===== src/rtl/quad_position_ctrl.sv =====
// Closed-loop step/dir sequencer driving one stepper axis to a commanded encoder position.
// Latency: accept -> EVAL next cycle; step/dir/done are registered; the step period is measured rising edge to rising edge.
// Backpressure: cmd_ready is high only in IDLE; the host holds cmd_valid until it is accepted.
module quad_position_ctrl #(
    parameter int COUNT_BITS  = 32,
    parameter int DIV_BITS    = 16,
    parameter int STEP_PULSE  = 4,
    parameter int DIR_SETUP   = 2,
    parameter int STALL_STEPS = 8
) (
    input  logic                         clk,
    input  logic                         rst_n,
    input  logic signed [COUNT_BITS-1:0] enc_count,
    input  logic                         cmd_valid,
    output logic                         cmd_ready,
    input  logic signed [COUNT_BITS-1:0] cmd_target,
    input  logic [DIV_BITS-1:0]          cmd_period,
    input  logic                         abort,
    input  logic                         fault_clr,
    output logic                         step,
    output logic                         dir,
    output logic                         busy,
    output logic                         done,
    output logic                         fault
);

    localparam int STALL_W = $clog2(STALL_STEPS + 1);
    localparam logic [DIV_BITS-1:0] MIN_PERIOD = DIV_BITS'(STEP_PULSE + 1);
    localparam logic [DIV_BITS-1:0] PULSE_LAST = DIV_BITS'(STEP_PULSE - 1);
    localparam logic [DIV_BITS-1:0] SETUP_LAST = DIV_BITS'(DIR_SETUP - 1);
    localparam logic [STALL_W-1:0]  STALL_MAX  = STALL_W'(STALL_STEPS);

    typedef enum logic [2:0] {
        S_IDLE, S_EVAL, S_SETUP, S_HIGH, S_LOW, S_FAULT
    } state_t;

    state_t                      state, state_nx;
    logic [DIV_BITS-1:0]         cnt, cnt_nx;
    logic signed [COUNT_BITS-1:0] target_q;
    logic signed [COUNT_BITS-1:0] enc_prev;
    logic [DIV_BITS-1:0]         period_q;
    logic [STALL_W-1:0]          stall_cnt;
    logic                        first_step;
    logic signed [COUNT_BITS:0]  err;
    logic                        err_zero, want_dir, stalled, accept;
    logic [DIV_BITS-1:0]         low_len;
    logic                        step_nx, dir_nx, done_nx;

    // One extra bit keeps target - count exact even at opposite extremes.
    assign err      = $signed({target_q[COUNT_BITS-1], target_q}) -
                      $signed({enc_count[COUNT_BITS-1], enc_count});
    assign err_zero = (err == '0);
    assign want_dir = !err[COUNT_BITS] && !err_zero;
    assign stalled  = (stall_cnt >= STALL_MAX);
    assign accept   = cmd_valid && cmd_ready;
    // EVAL occupies the last low cycle, so LOW itself is one cycle shorter.
    assign low_len  = period_q - MIN_PERIOD;

    always_ff @(posedge clk or negedge rst_n) begin
        if (!rst_n) begin
            state <= S_IDLE;
            cnt   <= '0;
            step  <= 1'b0;
            dir   <= 1'b0;
            done  <= 1'b0;
        end else begin
            state <= state_nx;
            cnt   <= cnt_nx;
            step  <= step_nx;
            dir   <= dir_nx;
            done  <= done_nx;
        end
    end

    always_comb begin
        state_nx = state;
        cnt_nx   = cnt;
        unique case (state)
            S_IDLE: begin
                if (cmd_valid) state_nx = S_EVAL;
            end
            S_EVAL: begin
                if (stalled && !err_zero) begin
                    state_nx = S_FAULT;
                end else if (err_zero) begin
                    state_nx = S_IDLE;
                end else if (want_dir != dir || first_step) begin
                    state_nx = S_SETUP;
                    cnt_nx   = SETUP_LAST;
                end else begin
                    state_nx = S_HIGH;
                    cnt_nx   = PULSE_LAST;
                end
            end
            S_SETUP: begin
                if (cnt == '0) begin
                    state_nx = S_HIGH;
                    cnt_nx   = PULSE_LAST;
                end else begin
                    cnt_nx = cnt - DIV_BITS'(1);
                end
            end
            S_HIGH: begin
                if (cnt == '0) begin
                    if (low_len == '0) begin
                        state_nx = S_EVAL;
                    end else begin
                        state_nx = S_LOW;
                        cnt_nx   = low_len - DIV_BITS'(1);
                    end
                end else begin
                    cnt_nx = cnt - DIV_BITS'(1);
                end
            end
            S_LOW: begin
                if (cnt == '0) state_nx = S_EVAL;
                else           cnt_nx   = cnt - DIV_BITS'(1);
            end
            S_FAULT: begin
                if (fault_clr) state_nx = S_IDLE;
            end
            default: state_nx = S_IDLE;
        endcase
        if (abort && state != S_IDLE && state != S_FAULT) state_nx = S_IDLE;
    end

    always_comb begin
        busy      = (state != S_IDLE);
        fault     = (state == S_FAULT);
        cmd_ready = (state == S_IDLE);
        step_nx   = (state_nx == S_HIGH);
        done_nx   = (state == S_EVAL) && (state_nx == S_IDLE) && !abort;
        dir_nx    = (state == S_EVAL && state_nx == S_SETUP) ? want_dir : dir;
    end

    always_ff @(posedge clk or negedge rst_n) begin
        if (!rst_n) begin
            target_q   <= '0;
            period_q   <= MIN_PERIOD;
            enc_prev   <= '0;
            stall_cnt  <= '0;
            first_step <= 1'b0;
        end else begin
            enc_prev <= enc_count;
            if (accept) begin
                target_q   <= cmd_target;
                period_q   <= (cmd_period < MIN_PERIOD) ? MIN_PERIOD : cmd_period;
                first_step <= 1'b1;
            end else if (state_nx == S_HIGH) begin
                first_step <= 1'b0;
            end
            // Any encoder movement proves the axis is alive.
            if (accept || enc_count != enc_prev) begin
                stall_cnt <= '0;
            end else if (state_nx == S_HIGH && state != S_HIGH && stall_cnt != STALL_MAX) begin
                stall_cnt <= stall_cnt + STALL_W'(1);
            end
        end
    end

endmodule


===== config.mk =====
export PLATFORM = sky130hd
export DESIGN_NAME = quad_position_ctrl
export DESIGN_NICKNAME = d
export VERILOG_FILES = /design/src/rtl/quad_position_ctrl.sv
export SDC_FILE = /design/constraint.sdc
export NUM_CORES = 1
export LEC_CHECK = 0
export CORE_ASPECT_RATIO = 1.5
export CORE_MARGIN = 4
export CORE_UTILIZATION = 47
export DETAILED_ROUTE_END_ITERATION = 16
export GPL_ROUTABILITY_DRIVEN = 0
export PLACE_DENSITY = 0.69
export SYNTH_ARGS = -nofsm -noshare
export SYNTH_HDL_FRONTEND = slang
export SYNTH_SLANG_ARGS = --single-unit

===== constraint.sdc =====
create_clock -name clk -period 13.74 [get_ports clk]
set_clock_uncertainty 0.05 [all_clocks]
set_input_delay 1.374 -clock clk [delete_from_list [all_inputs] [get_ports clk]]
set_output_delay 1.374 -clock clk [all_outputs]
set_load 0.05 [all_outputs]

==> reports/qor.yml <==
finish:
  finish.instance_area_sq_um: 9109
  num_antenna_cells: 0
  final-seq-area_sq_um: 2680
  ratio_of_cells_with_drive_above_1_in_the_final_layout: 0.03754
  nNetsFinal: 1159
  multiInputGateArea_sq_um: 4732
  flow.area_growth_from_synthesis_pct: 16.78
  num-fill-cells: 1553
clocking:
  postCtsSetupBuffers: 0
  clock_tree.buffer_depth: 2
  cts.clk_slew.worst_paths_ns: 0.07
  cts_hold_buffers: 0
  cts_resized: 0
  clk_latency_ns: 0.36
  tritoncts_num_sinks: 107
  numCtsBuffers: 9
  clock_tree.htree_level_count: 3
  clock_tree.root_cell: "clkbuf_16"
  cts_tree: "done"
floorplan:
  die_h_um: 165.8
  die_x_um: 113.2
  floorplan.die_area_sq_um: 18760
  core.rowCount: 57
  pin_count: 91
  initial_utilization: 0.4797
  core_sq_um: 16260
timing:
  final_max_slew_viol_count: 0
  final_min_period_over_clock_period: 0.4414
  setup_viol_count_final: 0
  fmax_mhz: 164.9
  final-hold-violation-count: 0
  slew_headroom: 0.2704
  finalHoldWorstSlack_ns: 0.4331
  transition_time_at_the_pin_with_the_least_slew_margin_ns: 1.094
  grt_setup_unrepaired: "false"
  fin_tns_setup_ns: 0
  layout_min_cycle_time_ns: 6.065
global_route:
  grt_start_max_net_pins: 58
  wire_length_of_the_first_global_routing_pass_um: 36850
  grt_pass1_vias: 7255
  aggregate_global_route_resource_usage: 0.2455
  grt_remaining_overflow: 0
  number_of_antenna_violations_at_the_first_check_in_global_routing: 0
route:
  postRouteAntennaNets: 0
  detail_route.drc_violations: 0
  drt-vias-per-instance: 5.906
  firstDrtPassIters: 7
  totalWireLength_um: 22500
  route.vias.total: 7353
  avgRoutedWirePerCell_um: 18.07
  drt-initial-drc-count: 572
logic_synthesis:
  synth_edf_count: 0
  ys_types: 74
  syn-num-nets: 1101
  synth_area_sq_um: 7800
  synth.avg_cell_area_sq_um: 7.992
  synthesis.yosys.warnings: 0
  yosys_register_bits: 107
  ys_async_sr_fraction: 1.000
  seq_area_frac_synth: 0.3436
  synth-main-ff-cell: "dfrtp_1"
  syn_inst: 976
setup_path:
  worstSetupPathType: "in -> reg"
  worstPathMaxFanout: 12
  worst_setup_path_start_kind: "input pin"
  worstPathRequired_ns: 13.97
  setup.worst_path.end_class: "register"
  crit_arrival_ns: 6.30
place:
  place_area_sq_um: 8801
  port_buffers: 90
  post_detail_place_hpwl_um: 17540
power_and_ir_drop:
  power.static_leakage_uw: 0.003958
  irDropWorstVdd_mv: 0.1181
  powerDensity_nw_per_um2: 221.1
  power_after_layout_uw: 2014
status:
  status: "finished, final reports clean"
flow_run:
  maxCapViolCount: 0
hold_path:
  worstHoldPathType: "reg -> reg"
[synth_stat cells (8+ instances only)]
library cell	n	area, sq um
a22o_1	12	105.1
a211oi_1	11	82.58
o21ai_0	49	245.2
xor2_1	18	157.7
o2111ai_1	9	78.83
nor2_1	70	262.8
inv_1	54	202.7
nor2b_1	8	50.05
nand4_1	24	150.1
dfrtp_1	105	2628
o21a_1	14	105.1
nand2_1	187	701.9
nor4_1	10	62.56
a21oi_1	58	290.3
ha_1	39	488.0
clkbuf_1	40	150.1
a21o_1	13	97.59
nand2b_1	15	93.84
xnor2_1	47	411.6
nor3_1	29	145.1
or3_1	11	68.82
or4_1	9	67.56
o22ai_1	11	68.82
nand3_1	19	95.09
[state kept, by name, indices dropped and copies added (netlist names)]
name / count
cnt: 16
dir: 1
done: 1
enc_prev: 32
first_step: 1
period_q: 16
stall_cnt: 4
state: 3
step: 1
target_q: 32
[placed cells by master, fill, tap and decap left out, types with 13 or more instances in the layout]
cell type / Yosys / layout
nand2b_1: 15 / 15
o21a_1: 14 / 14
xor2_1: 18 / 18
dfrtp_1: 105 / 105
nand3_1: 19 / 19
a21o_1: 13 / 13
inv_1: 54 / 54
nand2_1: 187 / 187
nand4_1: 24 / 24
xnor2_1: 47 / 47
nor2_1: 70 / 70
o21ai_0: 49 / 49
ha_1: 39 / 39
a21oi_1: 58 / 58
clkdlybuf4s50_1: 0 / 89
nor3_1: 29 / 29
[per-layer routing]
| layer | global-route usage | wire length [um] |
|---|---|---|
| met1 | 0.2762 | 8586 |
| met2 | 0.4342 | 11650 |
| met3 | 0.02989 | 780 |
| met4 | 0.1517 | 1478 |
| met5 | 0 | 0 |
[power breakdown]
group	internal, uW	total (uW)	switching [uW]
Combinational	466	1220	752
Clock	148	274	125
Sequential	417	521	104
[cells by family after synthesis]
kind of cell / Yosys count / synth area share
xor+xnor: 65 / 0.07299
fa+ha+maj: 40 / 0.06513
simple gates: 413 / 0.2507
flops: 107 / 0.3436
mux: 5 / 0.007058
buf+inv: 101 / 0.04989
compound gates: 245 / 0.2106
[worst max-delay path, stage by stage]
cell and delay (ns):
clkdlybuf4s50_1 0.51, inv_1 0.09, ha_1 0.52, and3b_1 0.23, a2111oi_2 0.33, o311ai_1 0.15, or4_1 0.53, nor4_1 0.31
nand4_1 0.13, or4_4 0.51, nor4b_4 0.56, mux2_4 0.39, or4_1 0.51, a21oi_1 0.15
[through the flow]
stage | util | std cells | worst slack [ns]
final | 0.5602 | 1245 | 7.675
after CTS | 0.5602 | 1245 | 7.695
after global routing | 0.5602 | 1245 | 7.392
after global placement | 0.5412 | 1229 | 7.423
after detailed placement | 0.5412 | 1229 | 7.315
after floorplan | - | 976 | 8.269
[cell type report]
cell class              count  area share
clock buffers              10     0.02624
multi-input cells         768      0.5195
flip-flops and latches    107      0.2942
repair buffers             94      0.1019
clock inverters             6    0.007555
well taps                 206     0.02830
inverters                  54     0.02225
[worst paths after layout]
path	startpoint	end	slack, ns	cells after the start
max	enc_count[24]	stall_cnt[3]	7.68	14
min	target_q[15]	target_q[15]	0.43	2
max reg2reg	target_q[24]	stall_cnt[3]	8.84	12
min reg2reg	target_q[15]	target_q[15]	0.43	2
max in group asynchronous	rst_n	enc_prev[21]	11.46	2
min in group asynchronous	rst_n	step	0.98	1
(Power assumes the default switching activity.)
